===== src/rtl/vga_timing_pkg.sv =====
// rtl/vga_timing_pkg.sv - default 640x480@60 timing constants, polarity encodings and helpers
package vga_timing_pkg;

  localparam int DEF_CLK_DIV  = 4;
  localparam int DEF_H_ACTIVE = 640;
  localparam int DEF_H_FP     = 16;
  localparam int DEF_H_SYNC   = 96;
  localparam int DEF_H_BP     = 48;
  localparam int DEF_V_ACTIVE = 480;
  localparam int DEF_V_FP     = 10;
  localparam int DEF_V_SYNC   = 2;
  localparam int DEF_V_BP     = 33;

  localparam bit SYNC_ACTIVE_LOW  = 1'b0;
  localparam bit SYNC_ACTIVE_HIGH = 1'b1;

  typedef struct packed {
    logic [7:0] red;
    logic [7:0] green;
    logic [7:0] blue;
  } rgb_t;

  function automatic int axis_total(input int active, input int fp, input int sync, input int bp);
    return active + fp + sync + bp;
  endfunction

  function automatic int h_total_default();
    return axis_total(DEF_H_ACTIVE, DEF_H_FP, DEF_H_SYNC, DEF_H_BP);
  endfunction

  function automatic int v_total_default();
    return axis_total(DEF_V_ACTIVE, DEF_V_FP, DEF_V_SYNC, DEF_V_BP);
  endfunction

  // Colour bar: each index bit selects a full-scale primary, {R,G,B} = idx[2:0]
  function automatic rgb_t bar_color(input logic [2:0] idx);
    rgb_t c;
    c.red   = {8{idx[2]}};
    c.green = {8{idx[1]}};
    c.blue  = {8{idx[0]}};
    return c;
  endfunction

endpackage


===== src/rtl/vga_timing_gen_if.sv =====
// rtl/vga_timing_gen_if.sv - pixel-coordinate / colour interface between raster source and compositor
interface vga_timing_gen_if;
  logic [7:0]  i_red;
  logic [7:0]  i_green;
  logic [7:0]  i_blue;
  logic [15:0] o_x;
  logic [15:0] o_y;
  logic        o_h_sync;
  logic        o_v_sync;
  logic        o_de;
  logic [7:0]  o_red;
  logic [7:0]  o_green;
  logic [7:0]  o_blue;
  logic        o_frame_tick;
  logic [15:0] o_frame_count;

  modport master (
    input  i_red, i_green, i_blue,
    output o_x, o_y, o_h_sync, o_v_sync, o_de,
    output o_red, o_green, o_blue, o_frame_tick, o_frame_count
  );

  modport slave (
    output i_red, i_green, i_blue,
    input  o_x, o_y, o_h_sync, o_v_sync, o_de,
    input  o_red, o_green, o_blue, o_frame_tick, o_frame_count
  );
endinterface


===== src/rtl/vga_axis_counter.sv =====
// rtl/vga_axis_counter.sv - one raster axis: position counter with wrap, active and sync decode
module vga_axis_counter
  import vga_timing_pkg::*;
#(
  parameter int ACTIVE = DEF_H_ACTIVE,
  parameter int FP     = DEF_H_FP,
  parameter int SYNC   = DEF_H_SYNC,
  parameter int BP     = DEF_H_BP,
  parameter bit POL    = SYNC_ACTIVE_LOW
) (
  input  logic        clk,
  input  logic        enable,
  input  logic        clear,
  output logic [15:0] count,
  output logic        wrap,
  output logic        active,
  output logic        sync_level
);

  localparam logic [15:0] LAST       = 16'(axis_total(ACTIVE, FP, SYNC, BP) - 1);
  localparam logic [15:0] ACT_END    = 16'(ACTIVE);
  localparam logic [15:0] SYNC_START = 16'(ACTIVE + FP);
  localparam logic [15:0] SYNC_END   = 16'(ACTIVE + FP + SYNC);

  logic [15:0] count_q, count_d;

  // Next position: clear dominates, otherwise step on enable and fold back after the last slot
  always_comb begin
    count_d = count_q;
    if (clear) begin
      count_d = '0;
    end else if (enable) begin
      count_d = (count_q == LAST) ? '0 : count_q + 16'd1;
    end
  end

  // Position register; clear is the synchronous reset path
  always_ff @(posedge clk) begin
    count_q <= count_d;
  end

  // Decodes are taken from the current (pre-increment) position
  assign count      = count_q;
  assign wrap       = enable && (count_q == LAST);
  assign active     = (count_q < ACT_END);
  assign sync_level = (count_q >= SYNC_START && count_q < SYNC_END) ? POL : ~POL;

endmodule


===== src/rtl/vga_timing_gen.sv =====
// rtl/vga_timing_gen.sv - raster timing source with aligned blanked RGB output; VGA_TEST_PATTERN_EN selects colour bars
module vga_timing_gen
  import vga_timing_pkg::*;
#(
  parameter int CLK_DIV  = DEF_CLK_DIV,
  parameter int H_ACTIVE = DEF_H_ACTIVE,
  parameter int H_FP     = DEF_H_FP,
  parameter int H_SYNC   = DEF_H_SYNC,
  parameter int H_BP     = DEF_H_BP,
  parameter int V_ACTIVE = DEF_V_ACTIVE,
  parameter int V_FP     = DEF_V_FP,
  parameter int V_SYNC   = DEF_V_SYNC,
  parameter int V_BP     = DEF_V_BP,
  parameter bit SYNC_POL = SYNC_ACTIVE_LOW
) (
  input  logic              i_clk,
  input  logic              i_rst_n,
  vga_timing_gen_if.master  vif
);

  localparam int             DIV_W    = (CLK_DIV > 1) ? $clog2(CLK_DIV) : 1;
  localparam logic [DIV_W-1:0] DIV_LAST = DIV_W'(CLK_DIV - 1);

  logic [DIV_W-1:0] div_q, div_d;
  logic             tick;

  logic [15:0] h_count, v_count;
  logic        h_wrap, v_wrap;
  logic        h_active, v_active;
  logic        h_sync_lvl, v_sync_lvl;

  logic        de_q, de_d;
  logic        h_sync_q, h_sync_d;
  logic        v_sync_q, v_sync_d;
  rgb_t        rgb_q, rgb_d;
  logic        frame_tick_q, frame_tick_d;
  logic [15:0] frame_count_q, frame_count_d;
  rgb_t        pix;

  assign tick = (div_q == DIV_LAST);

  vga_axis_counter #(
    .ACTIVE (H_ACTIVE),
    .FP     (H_FP),
    .SYNC   (H_SYNC),
    .BP     (H_BP),
    .POL    (SYNC_POL)
  ) u_h_axis (
    .clk        (i_clk),
    .enable     (tick),
    .clear      (~i_rst_n),
    .count      (h_count),
    .wrap       (h_wrap),
    .active     (h_active),
    .sync_level (h_sync_lvl)
  );

  // The vertical axis only steps on the horizontal wrap, so v_wrap marks the last pixel of the frame
  vga_axis_counter #(
    .ACTIVE (V_ACTIVE),
    .FP     (V_FP),
    .SYNC   (V_SYNC),
    .BP     (V_BP),
    .POL    (SYNC_POL)
  ) u_v_axis (
    .clk        (i_clk),
    .enable     (h_wrap),
    .clear      (~i_rst_n),
    .count      (v_count),
    .wrap       (v_wrap),
    .active     (v_active),
    .sync_level (v_sync_lvl)
  );

`ifdef VGA_TEST_PATTERN_EN
  localparam int          BAR_W   = (H_ACTIVE >= 8) ? H_ACTIVE / 8 : 1;
  localparam logic [15:0] BAR_W16 = 16'(BAR_W);
  logic [15:0] bar_idx;

  // Compositor input is ignored; the bar index comes straight from the horizontal position
  always_comb begin
    bar_idx = h_count / BAR_W16;
    pix     = bar_color(bar_idx[2:0]);
  end
`else
  // Compositor colour for the current coordinate
  always_comb begin
    pix.red   = vif.i_red;
    pix.green = vif.i_green;
    pix.blue  = vif.i_blue;
  end
`endif

  // Divider and output stage: capture decodes of the pre-increment position on each pixel tick
  always_comb begin
    div_d         = div_q;
    de_d          = de_q;
    h_sync_d      = h_sync_q;
    v_sync_d      = v_sync_q;
    rgb_d         = rgb_q;
    frame_tick_d  = 1'b0;
    frame_count_d = frame_count_q;
    if (!i_rst_n) begin
      div_d         = '0;
      de_d          = 1'b0;
      h_sync_d      = ~SYNC_POL;
      v_sync_d      = ~SYNC_POL;
      rgb_d         = '0;
      frame_count_d = '0;
    end else begin
      div_d = tick ? '0 : div_q + DIV_W'(1);
      if (tick) begin
        de_d     = h_active && v_active;
        h_sync_d = h_sync_lvl;
        v_sync_d = v_sync_lvl;
        rgb_d    = (h_active && v_active) ? pix : '0;
        if (v_wrap) begin
          frame_tick_d  = 1'b1;
          frame_count_d = frame_count_q + 16'd1;
        end
      end
    end
  end

  // Output and divider registers
  always_ff @(posedge i_clk) begin
    div_q         <= div_d;
    de_q          <= de_d;
    h_sync_q      <= h_sync_d;
    v_sync_q      <= v_sync_d;
    rgb_q         <= rgb_d;
    frame_tick_q  <= frame_tick_d;
    frame_count_q <= frame_count_d;
  end

  assign vif.o_x           = h_count;
  assign vif.o_y           = v_count;
  assign vif.o_h_sync      = h_sync_q;
  assign vif.o_v_sync      = v_sync_q;
  assign vif.o_de          = de_q;
  assign vif.o_red         = rgb_q.red;
  assign vif.o_green       = rgb_q.green;
  assign vif.o_blue        = rgb_q.blue;
  assign vif.o_frame_tick  = frame_tick_q;
  assign vif.o_frame_count = frame_count_q;

endmodule

===== src/flat_wrapper.sv =====
// flat-port wrapper written by rule: the top's interface ports become plain ports
module vga_timing_gen_flat import vga_timing_pkg::*;
#(
  parameter int CLK_DIV  = DEF_CLK_DIV,
  parameter int H_ACTIVE = DEF_H_ACTIVE,
  parameter int H_FP     = DEF_H_FP,
  parameter int H_SYNC   = DEF_H_SYNC,
  parameter int H_BP     = DEF_H_BP,
  parameter int V_ACTIVE = DEF_V_ACTIVE,
  parameter int V_FP     = DEF_V_FP,
  parameter int V_SYNC   = DEF_V_SYNC,
  parameter int V_BP     = DEF_V_BP,
  parameter bit SYNC_POL = SYNC_ACTIVE_LOW
)
  (i_clk, i_rst_n, vif_i_red, vif_i_green, vif_i_blue, vif_o_x, vif_o_y, vif_o_h_sync, vif_o_v_sync, vif_o_de, vif_o_red, vif_o_green, vif_o_blue, vif_o_frame_tick, vif_o_frame_count);
  vga_timing_gen_if vif_i ();
  input  logic i_clk;
  input  logic i_rst_n;
  input wire logic [$bits(vif_i.i_red)-1:0] vif_i_red;
  input wire logic [$bits(vif_i.i_green)-1:0] vif_i_green;
  input wire logic [$bits(vif_i.i_blue)-1:0] vif_i_blue;
  output wire logic [$bits(vif_i.o_x)-1:0] vif_o_x;
  output wire logic [$bits(vif_i.o_y)-1:0] vif_o_y;
  output wire logic [$bits(vif_i.o_h_sync)-1:0] vif_o_h_sync;
  output wire logic [$bits(vif_i.o_v_sync)-1:0] vif_o_v_sync;
  output wire logic [$bits(vif_i.o_de)-1:0] vif_o_de;
  output wire logic [$bits(vif_i.o_red)-1:0] vif_o_red;
  output wire logic [$bits(vif_i.o_green)-1:0] vif_o_green;
  output wire logic [$bits(vif_i.o_blue)-1:0] vif_o_blue;
  output wire logic [$bits(vif_i.o_frame_tick)-1:0] vif_o_frame_tick;
  output wire logic [$bits(vif_i.o_frame_count)-1:0] vif_o_frame_count;
  assign vif_i.i_red = vif_i_red;
  assign vif_i.i_green = vif_i_green;
  assign vif_i.i_blue = vif_i_blue;
  assign vif_o_x = vif_i.o_x;
  assign vif_o_y = vif_i.o_y;
  assign vif_o_h_sync = vif_i.o_h_sync;
  assign vif_o_v_sync = vif_i.o_v_sync;
  assign vif_o_de = vif_i.o_de;
  assign vif_o_red = vif_i.o_red;
  assign vif_o_green = vif_i.o_green;
  assign vif_o_blue = vif_i.o_blue;
  assign vif_o_frame_tick = vif_i.o_frame_tick;
  assign vif_o_frame_count = vif_i.o_frame_count;
  vga_timing_gen #(.CLK_DIV(CLK_DIV), .H_ACTIVE(H_ACTIVE), .H_FP(H_FP), .H_SYNC(H_SYNC), .H_BP(H_BP), .V_ACTIVE(V_ACTIVE), .V_FP(V_FP), .V_SYNC(V_SYNC), .V_BP(V_BP), .SYNC_POL(SYNC_POL)) u_core (.i_clk(i_clk), .i_rst_n(i_rst_n), .vif(vif_i));
endmodule

===== config.mk =====
export PLATFORM = sky130hd
export DESIGN_NAME = vga_timing_gen_flat
export DESIGN_NICKNAME = d
export VERILOG_FILES = /design/src/rtl/vga_timing_pkg.sv /design/src/rtl/vga_timing_gen_if.sv /design/src/rtl/vga_axis_counter.sv /design/src/rtl/vga_timing_gen.sv /design/src/flat_wrapper.sv
export SDC_FILE = /design/constraint.sdc
export NUM_CORES = 1
export LEC_CHECK = 0
export CAP_MARGIN = 10
export CORE_MARGIN = 5
export CORE_UTILIZATION = 40
export CTS_CLUSTER_DIAMETER = 120
export CTS_CLUSTER_SIZE = 20
export DETAILED_ROUTE_END_ITERATION = 12
export PLACE_DENSITY_LB_ADDON = 0.25
export SKIP_CTS_REPAIR_TIMING = 1
export SYNTH_ARGS = -nofsm -noshare
export SYNTH_HDL_FRONTEND = slang
export SYNTH_SLANG_ARGS = --single-unit

===== constraint.sdc =====
create_clock -name i_clk -period 5.75 [get_ports i_clk]
set_input_delay 0.8625 -clock i_clk [delete_from_list [all_inputs] [get_ports i_clk]]
set_output_delay 0.8625 -clock i_clk [all_outputs]
set_load 0.005 [all_outputs]

== Word level (Yosys, flattened, before mapping) ==
Cells that the tools add are included.
W data, S select, Z words.
Storage, ports and cells
  input port bits: 26
  word-level logic and storage cells: 39
  register bits: 78
  output and inout port bits: 76
Operators by class
  bitwise gates (word level): 1
  eq/ne operators: 3
  add/subtract/negate cells: 4
  mux-type cells: 6
  magnitude comparators: 6
  reduce and logical (&&, ||, !) cells: 8
Operators by type and width (count)
  $add A16 B1 Y16 const B: 3
  $eq A16 B10 Y1 const B: 2
  $lt A16 B10 Y1 const B: 2
  $lt A16 B9 Y1 const B: 2
  $mux W16: 2
  $mux W24: 1
  $ge A16 B10 Y1 const B: 1
  $ge A16 B9 Y1 const B: 1
  $logic_and A1 B1 Y1: 5
  $reduce_and A2 Y1: 2
  $mux W1: 3
  $add A2 B1 Y2 const B: 1
  $eq A2 B2 Y1 const B: 1
  $reduce_or A2 Y1: 1
  $not A1 Y1: 1

== Depth between registers and ports, before layout ==
Gate-level depths: netlist of run 1.
  depth after elaboration: 4
  gate-level depth with buffers: 9
  mapped depth without buffers: 7

== Cells and area by module ==
Synthesis of run 1 repeated with hierarchy kept, for this count alone.
Unflattened totals
  cells, all modules: 350
  area, all modules: 3397.0 µm²
By module, submodules not included
  vga_timing_gen: area an instance 1701.6 µm², cells an instance 155, seq. area each 920.9 µm², instances 1
  vga_axis_counter at u_core.u_h_axis: area an instance 858.3 µm², cells an instance 100, seq. area each 320.3 µm², instances 1
  vga_axis_counter at u_core.u_v_axis: area an instance 837.1 µm², cells an instance 95, seq. area each 320.3 µm², instances 1

== Least setup slack after synthesis of run 1 ==
OpenSTA, ideal clock, no wires.
  kind: input -> register
  from: in i_rst_n
  to: reg u_core.rgb_q, in the netlist u_core.vif.o_blue[7]
  data required time: 5.690 ns
  library setup time: 0.060 ns
  path buffers: 2
  setup slack: 3.528 ns
  cell stages on the path: 5
  data arrival time: 2.162 ns
  cells stage by stage: clkbuf_1 nand3_1 nor4b_2 clkbuf_1 a22o_1
RTL lines
  start: declaration: line flat_wrapper.sv:18  | input logic i_rst_n;
  end signal: assignment: line vga_timing_gen.sv:131  | rgb_q <= rgb_d;
  end: declaration: line vga_timing_gen.sv:35  | rgb_t rgb_q, rgb_d;

== Worst setup path in the final report of run 1 ==
  from: reg u_core.div_q[0]
  to: reg u_core.frame_count_q[5] (netlist: u_core.vif.o_frame_count[5])
Between the ends
  word-level cells in the longest chain between the ends: 4
RTL lines
  start: declaration: line vga_timing_gen.sv:24  | logic [DIV_W-1:0] div_q, div_d;
  start signal: assignment: line vga_timing_gen.sv:127  | div_q <= div_d;
  $eq A2 B2 Y1 (*): line vga_timing_gen.sv:40  | assign tick = (div_q == DIV_LAST);
  $logic_and A1 B1 Y1 (2 in series): line vga_axis_counter.sv:44  | assign wrap = enable && (count_q == LAST);
  $reduce_and A2 Y1 (no line) (*)
  end signal: assignment: line vga_timing_gen.sv:133  | frame_count_q <= frame_count_d;
  end: declaration: line vga_timing_gen.sv:37  | logic [15:0] frame_count_q, frame_count_d;
Mark *: on every way between the ends. The rest lies on a longest branch, timed or not.
A chain may end at the register's enable or synchronous reset.

==> results.txt, run 1 <==
----------------------------------------------------
[Outcome]
  Status ... complete, no violations

[Timing]
  Unrepaired setup endpoints after global routing ... false
  Least-Margin Pin Slew ... 0.715 ns
  Skew final ... 0.0105 ns
  Fraction of the cycle the final worst path needs ... 0.504
  Rel. slew slack ... 0.520
  Post-Route Setup TNS ... 0 ns
  Max Fclk ... 0.345 GHz
  Setup-violating endpoint count in the final report ... 0
  Final worst path period need ... 2.90 ns
  Pins over their slew limit ... 0
  Hold violation total from the final report ... 0

[Clocking]
  Maximum level of the CTS H-tree ... 3
  Number of buffers added by the clock tree synthesis step ... 9
  Clock tree from TritonCTS ... built
  Maximum count of clock buffers along a single path ... 2
  Later-pin clock latency in the skew report ... 0.34 ns
  Clock sink count ... 78
  Clock transition at the registers of the reported paths ... 0.08 ns
  Clk Tree Root Cell ... clkbuf_8

[Floorplan]
  Starting density of the core ... 0.408
  Top Ports ... 102
  Die span in x ... 101 µm
  Core Box Area ... 8130 µm²
  Total number of placement rows ... 33
  Die Area ... 10200 µm²
  Vertical die dimension ... 101 µm

[Power and ir drop]
  Leakage power of the design ... 1.59 nW
  IR Drop Worst-Case VDD ... 0.140 mV
  Power density over cell area ... 210 nW/µm²

[Critical path]
  Worst EP required ... 6.01 ns
  Startpoint-to-endpoint class of the critical path ... reg2reg
  Capture point of the critical path ... u_core.vif.o_frame_count[5]
  Category of the worst setup path launch point ... register
  R2r endpoint ... u_core.vif.o_frame_count[5]
  Reg2reg setup slack ... 2.85 ns
  Largest driver fanout on the critical path ... 17
  Signal arrival time at the worst endpoint ... 3.16 ns
  Depth of the most critical reg-to-reg path ... 6
  Type of destination of the critical path ... register
  Crit Reg-Reg Startpoint ... u_core.div_q[0]
  Setup crit start ... u_core.div_q[0]

[Synth]
  Library cell occupying the most area in the post-synthesis netlist ... dfxtp_1
  Average size of a mapped cell ... 9.25 µm²
  Cells taking the most area after synthesis ... dfxtp_1, a22o_1, nor2_1, xor2_1, xnor2_1
  Fraction of synthesized area in multiplexers ... 0.00603
  Combined area of all synthesized cells ... 3320 µm²
  Area share of the largest cell type after synthesis ... 0.470
  Post-synthesis simple-gate area fraction ... 0.263
  Part of the Yosys area used for sequential elements ... 0.470
  Post-Synth Adder-Cell Area ... 0.0226
  Unique masters post-synth ... 45
  Combinational family with the most area after synthesis ... simple AND/OR/NAND/NOR gates
  Share of the synthesized netlist area taken by xor and xnor gates ... 0.0765
  Post-synthesis instance total ... 359
  Synthesized-area fraction occupied by ao, oa, aoi and oai cells ... 0.134
  Yosys warnings ... 0
  Fraction of registers with async set/reset ... 0
  Post-synth EDFFs ... 0
  Synth Net Count ... 391
  Flip-flop and latch count after synthesis ... 78
  Synth Flop Type ... dfxtp_1

[Cells and area]
  Share of cells above drive strength 1 ... 0.0521
  Growth of design area from synthesis to finish ... 38.2%
  Final-stage net count ... 489
  Utilization after layout ... 0.564
  Non-filler instance count after layout ... 566
  Filler Cell Count ... 734
  Antenna cells ... 0
  Design Area, Final ... 4590 µm²

[Global routing]
  Aggregate global routing overflow ... 0
  Largest net degree at the start of global routing ... 27
  Number of global-route vias before repair ... 2938
  Overall track demand over capacity in global routing ... 0.169
  First-pass GRT wire length ... 14000 µm
  Number of antenna violations at the first check in global routing ... 0

[Placed design]
  GPL Wtd Cong ... 0.861
  IO Port Bufs ... 101
  Number of placed instances, taps included ... 550
  DPL Wire Length ... 6250 µm
  Post-detailed-placement cell area ... 4420 µm²

[Route]
  DRT Wirelength ... 8470 µm
  Remaining DRCs ... 0
  Vias per cell ... 5.27
  Antenna viol nets, final ... 0
  First-pass iteration count of the detailed router ... 5
  Number of DRC violations after detailed-routing iteration 0 ... 101
  Average wire per cell in the routed design ... 15.0 µm
  Number of vias after detailed routing ... 2985

[Run]
  Max-cap check violation count ... 0

[Worst hold path]
  Path class of the lowest-slack min-delay path ... reg2reg

----------------------------------------------------
[cell usage in the layout (no fill, tap or decap), types with 8 or more instances in the layout]
cell,instances
or3_1,8
nand4_1,15
a22o_1,24
xor2_1,16
clkdlybuf4s50_1,101
o21ai_0,9
nor4_1,10
dfxtp_1,78
a21oi_1,14
and3_1,8
clkbuf_8,9
nor2_1,41
xnor2_1,13
nand2_1,22
nand3_1,22
[metal layers]
| layer | vias to the layer above | track usage | share of wire |
|---|---|---|---|
| met5 | - | 0 | 0 |
| met4 | 0 | 0.0511 | 0.014 |
| met3 | 10 | 0.0627 | 0.070 |
| met2 | 87 | 0.261 | 0.46 |
| met1 | 1381 | 0.221 | 0.45 |
| li1 | 1507 | - | - |
[critical path, cell delays in order, from the launching register on]
cell and delay [ns]:
dfxtp_1 0.33, ha_1 0.51, nand2_1 0.21, nor2_1 0.47
nand3_1 0.50, or4_1 0.64, a21oi_1 0.16
[power by group]
| group | total, mW | switching, mW | internal (mW) |
|---|---|---|---|
| sequential | 0.556 | 0.00628 | 0.550 |
| combinational | 0.0629 | 0.0246 | 0.0383 |
| clock | 0.342 | 0.189 | 0.153 |
[final cells by class]
type                    count  area, µm²  share of cell area
well taps                 105        131              0.0286
clock inverters             4       25.0             0.00545
clock buffers              11        131              0.0286
repair buffers            103       1030               0.225
inverters                   8       30.0             0.00654
multi-input cells         257       1680               0.365
flip-flops and latches     78       1560               0.340
[synthesized netlist by cell type (5+ instances only)]
library cell,n
nand4_1,15
and3_1,8
xnor2_1,13
inv_1,7
o21ai_0,9
a21oi_1,14
nor4_1,10
nand3_1,22
a22o_1,24
and2_1,5
dfxtp_1,78
xor2_1,16
nand2_1,22
ha_1,6
or3_1,8
clkbuf_1,15
nor2_1,41
or4_1,5
nor3_1,7
[registers in the layout, summed over array words and instances (netlist names), 2 cells and up]
name,count
u_core.vif.o_frame_count,16
u_core.u_v_axis.count,16
u_core.vif.o_blue,8
u_core.u_h_axis.count,16
u_core.div_q,2
u_core.vif.o_red,8
u_core.vif.o_green,8
[cell families after synthesis]
logic type,count (synthesis)
AOI/OAI and AO/OA,62
xor gates and xnor gates,29
adders and majority gates,6
buffers and inverters,24
DFF,78
muxes,2
and+or+nand+nor,158
[worst min-delay path by stage]
stage                         start              end  slack, ns  cells after the start
floorplan           u_core.div_q[0]  u_core.div_q[0]       0.40                      1
global placement    u_core.div_q[0]  u_core.div_q[0]       0.42                      1
detailed placement  u_core.div_q[0]  u_core.div_q[0]       0.42                      1
CTS                 u_core.div_q[0]  u_core.div_q[0]       0.43                      1
global route        u_core.div_q[0]  u_core.div_q[0]       0.45                      1
finish              u_core.div_q[0]  u_core.div_q[0]       0.42                      1
[per-stage QoR]
stage	hold WS [ns]	power, mW	setup WS [ns]
global route	0.452	1.01	2.53
floorplan	0.404	0.591	3.53
finish	0.422	0.962	2.85
CTS	0.427	0.976	2.83
detailed placement	0.417	0.632	2.67
global placement	0.416	0.631	2.71
No activity file was read; power rests on OpenSTA's default activity.
==> inputs of run 2 (changes only) <==
Clock period 5.75 ns to 2.4 ns, I/O delays scaled along.
==> run 2 against run 1 <==
Critical path depth unchanged. Non-clock buffer count increased by 20. Final cell count increased by 3.7%. Cell area rose by 4.4%. Critical endpoint is now u_core.u_v_axis.count[4]. Via count up 5.0%. Sequential cell count is the same. Sequential power rose by 140%. Clock skew down 0.0020 ns. Combinational power grew to 2.6 times the previous value. Worst setup slack got worse by 2.6 ns.
==> results.txt, run 2 (synthesis gave the netlist of run 1 again) <==
----------------------------------------------------
[Outcome]
  Status ... complete, no violations

[Clocking]
  Maximum level of the CTS H-tree ... 3 (unchanged)
  Clk Tree Root Cell ... clkbuf_8
  Clock tree from TritonCTS ... built
  Maximum count of clock buffers along a single path ... 2 (unchanged)
  Number of buffers added by the clock tree synthesis step ... 9 (unchanged)
  Clock transition at the registers of the reported paths ... 0.08 ns (about the same)
  Later-pin clock latency in the skew report ... 0.34 ns (about the same)
  Clock sink count ... 78 (unchanged)

[Power and ir drop]
  Reported net switching power ... 0.554 mW (+150%)
  Part of the power in combinational logic ... 0.065 (about the same)
  Clock network fraction of total power ... 0.397 (+0.041)
  Switch share ... 0.224 (-0.00509)
  IR Drop Worst-Case VDD ... 0.415 mV (+200%)
  Design internal power ... 1.92 mW (+160%)
  Share of power burned in registers ... 0.538 (-0.041)
  Power density over cell area ... 516 nW/µm² (+150%)
  Leakage power of the design ... 1.72 nW (+8.1%)

[Worst hold path]
  Path class of the lowest-slack min-delay path ... reg2reg

[Critical path]
  Type of destination of the critical path ... register
  Startpoint-to-endpoint class of the critical path ... reg2reg
  Worst EP required ... 2.68 ns (-3.33 ns)
  Largest driver fanout on the critical path ... 11 (-6)
  Signal arrival time at the worst endpoint ... 2.44 ns (-0.72 ns)
  Category of the worst setup path launch point ... register

[Placed design]
  GPL Wtd Cong ... 0.930 (+8.1%)
  IO Port Bufs ... 101 (unchanged)
  Number of placed instances, taps included ... 571 (+3.8%)
  DPL Wire Length ... 6650 µm (+6.3%)
  Worst slack at placement ... 0.150 ns (-2.52 ns)

[Timing]
  Skew final ... 0.00846 ns (-0.00202 ns)
  Max Fclk ... 0.463 GHz (+34%)
  Rel. slew slack ... 0.593 (+0.0728)
  Setup-violating endpoint count in the final report ... 0 (unchanged)
  Final hold slack ... 0.434 ns (+0.0126 ns)
  Post-Route Setup TNS ... 0 ns (unchanged)
  Final worst path period need ... 2.16 ns (-0.739 ns)
  Fraction of the cycle the final worst path needs ... 0.900 (+0.396)
  Least-Margin Pin Slew ... 0.605 ns (-0.110 ns)
  Hold violation total from the final report ... 0 (unchanged)
  Unrepaired setup endpoints after global routing ... false
  Worst Slack Setup Final ... 0.240 ns (-2.61 ns)
  Pins over their slew limit ... 0 (unchanged)

[Route]
  Number of vias after detailed routing ... 3135 (+5.0%)
  Highest routing layer actually used ... met4
  Remaining DRCs ... 0 (unchanged)
  First-pass iteration count of the detailed router ... 4 (-1)
  Met3 layer wire length in the routed design ... 783 µm (+31%)
  Antenna viol nets, final ... 0 (unchanged)
  Routed met2 length ... 3960 µm (+1.1%)
  Number of DRC violations after detailed-routing iteration 0 ... 141 (+40%)
  Vias per cell ... 5.34 (+1.3%)
  Post-Route M1 WL ... 3840 µm (about the same)
  DRT Wirelength ... 8840 µm (+4.4%)
  Average wire per cell in the routed design ... 15.1 µm (+0.65%)

[Cells and area]
  Growth of design area from synthesis to finish ... 44.2%
  FF+latch area ... 1560 µm² (unchanged)
  Most common cell after layout, fill and taps aside ... clkdlybuf4s50_1
  Final-stage net count ... 509 (+4.1%)
  Multi-input gate area in the final layout ... 1690 µm² (+0.89%)
  Non-filler instance count after layout ... 587 (+3.7%)
  Filler Cell Count ... 708 (-3.5%)
  Share of cells above drive strength 1 ... 0.104 (+0.0517)
  Top library cells by usage in the layout, fill and taps aside ... clkdlybuf4s50_1, dfxtp_1, nor2_1
  Antenna cells ... 0 (unchanged)

[Global routing]
  Number of global-route vias before repair ... 3123 (+6.3%)
  First-pass GRT wire length ... 14800 µm (+5.1%)
  Largest net degree at the start of global routing ... 27 (unchanged)
  Aggregate global routing overflow ... 0 (unchanged)
  Number of antenna violations at the first check in global routing ... 0 (unchanged)
  Overall track demand over capacity in global routing ... 0.179 (+0.00966)

[Floorplan]
  Die span in x ... 101 µm (unchanged)
  Total number of placement rows ... 33 (unchanged)
  Vertical die dimension ... 101 µm (unchanged)
  Core Box Area ... 8130 µm² (unchanged)
  Top Ports ... 102 (unchanged)
  Die Area ... 10200 µm² (unchanged)
  Starting density of the core ... 0.408 (unchanged)

[Run]
  Max-cap check violation count ... 0 (unchanged)

----------------------------------------------------
-- run 2: changes by cell type in the layout (fill, tap and decap cells not counted), sizes merged --
cell,before,now
clkinvlp,2,1
buf,2,22
bufinv,0,1
clkbuf,11,10
clkinv,3,5
-- run 2: cell type report --
cell class | count | share of cell area
Tap cell | 105 | 0.0274
Timing Repair Buffer | 123 | 0.245
Multi-Input combinational cell | 257 | 0.353
Clock inverter | 6 | 0.0128
Sequential cell | 78 | 0.326
Clock buffer | 10 | 0.0287
Inverter | 8 | 0.00627
-- run 2: worst paths after layout --
check	start	end	slack [ns]	cells past startpoint
setup reg to reg	u_core.u_h_axis.count[10]	u_core.u_v_axis.count[4]	0.24	6
hold / removal	u_core.div_q[0]	u_core.div_q[0]	0.43	1
hold reg to reg	u_core.div_q[0]	u_core.div_q[0]	0.43	1
setup / recovery	u_core.u_h_axis.count[10]	u_core.u_v_axis.count[4]	0.24	6
-- run 2: metrics by stage --
stage	power [mW]	util	cell area (µm²)
2_1_floorplan	1.42	-	3320
3_3_place_gp	1.52	0.563	4580
3_5_place_dp	1.52	0.563	4580
4_1_cts	2.50	0.587	4780
5_1_grt	2.57	0.589	4790
6_report	2.47	0.589	4790
-- run 2: power groups by stage --
| stage | sequential [mW] | clock, mW | combinational, mW |
|---|---|---|---|
| 2_1_floorplan | 1.36 | 0 | 0.0546 |
| 5_1_grt | 1.33 | 1.06 | 0.176 |
| 6_report | 1.33 | 0.982 | 0.161 |
| 4_1_cts | 1.33 | 1.00 | 0.164 |
| 3_3_place_gp | 1.36 | 0 | 0.163 |
| 3_5_place_dp | 1.36 | 0 | 0.164 |
-- run 2: routing by layer --
layer | track usage | up-vias
met5 | 0 | -
met4 | 0.0838 | 0
met3 | 0.0592 | 21
met2 | 0.273 | 118
met1 | 0.228 | 1460
li1 | - | 1536
-- run 2: worst max-delay path: stages (launching register included) --
cell and delay, ns:
dfxtp_1 0.39, nor4_4 0.39, and4_2 0.31, buf_4 0.19, nand2_1 0.15, or4_1 0.53
a21oi_1 0.14
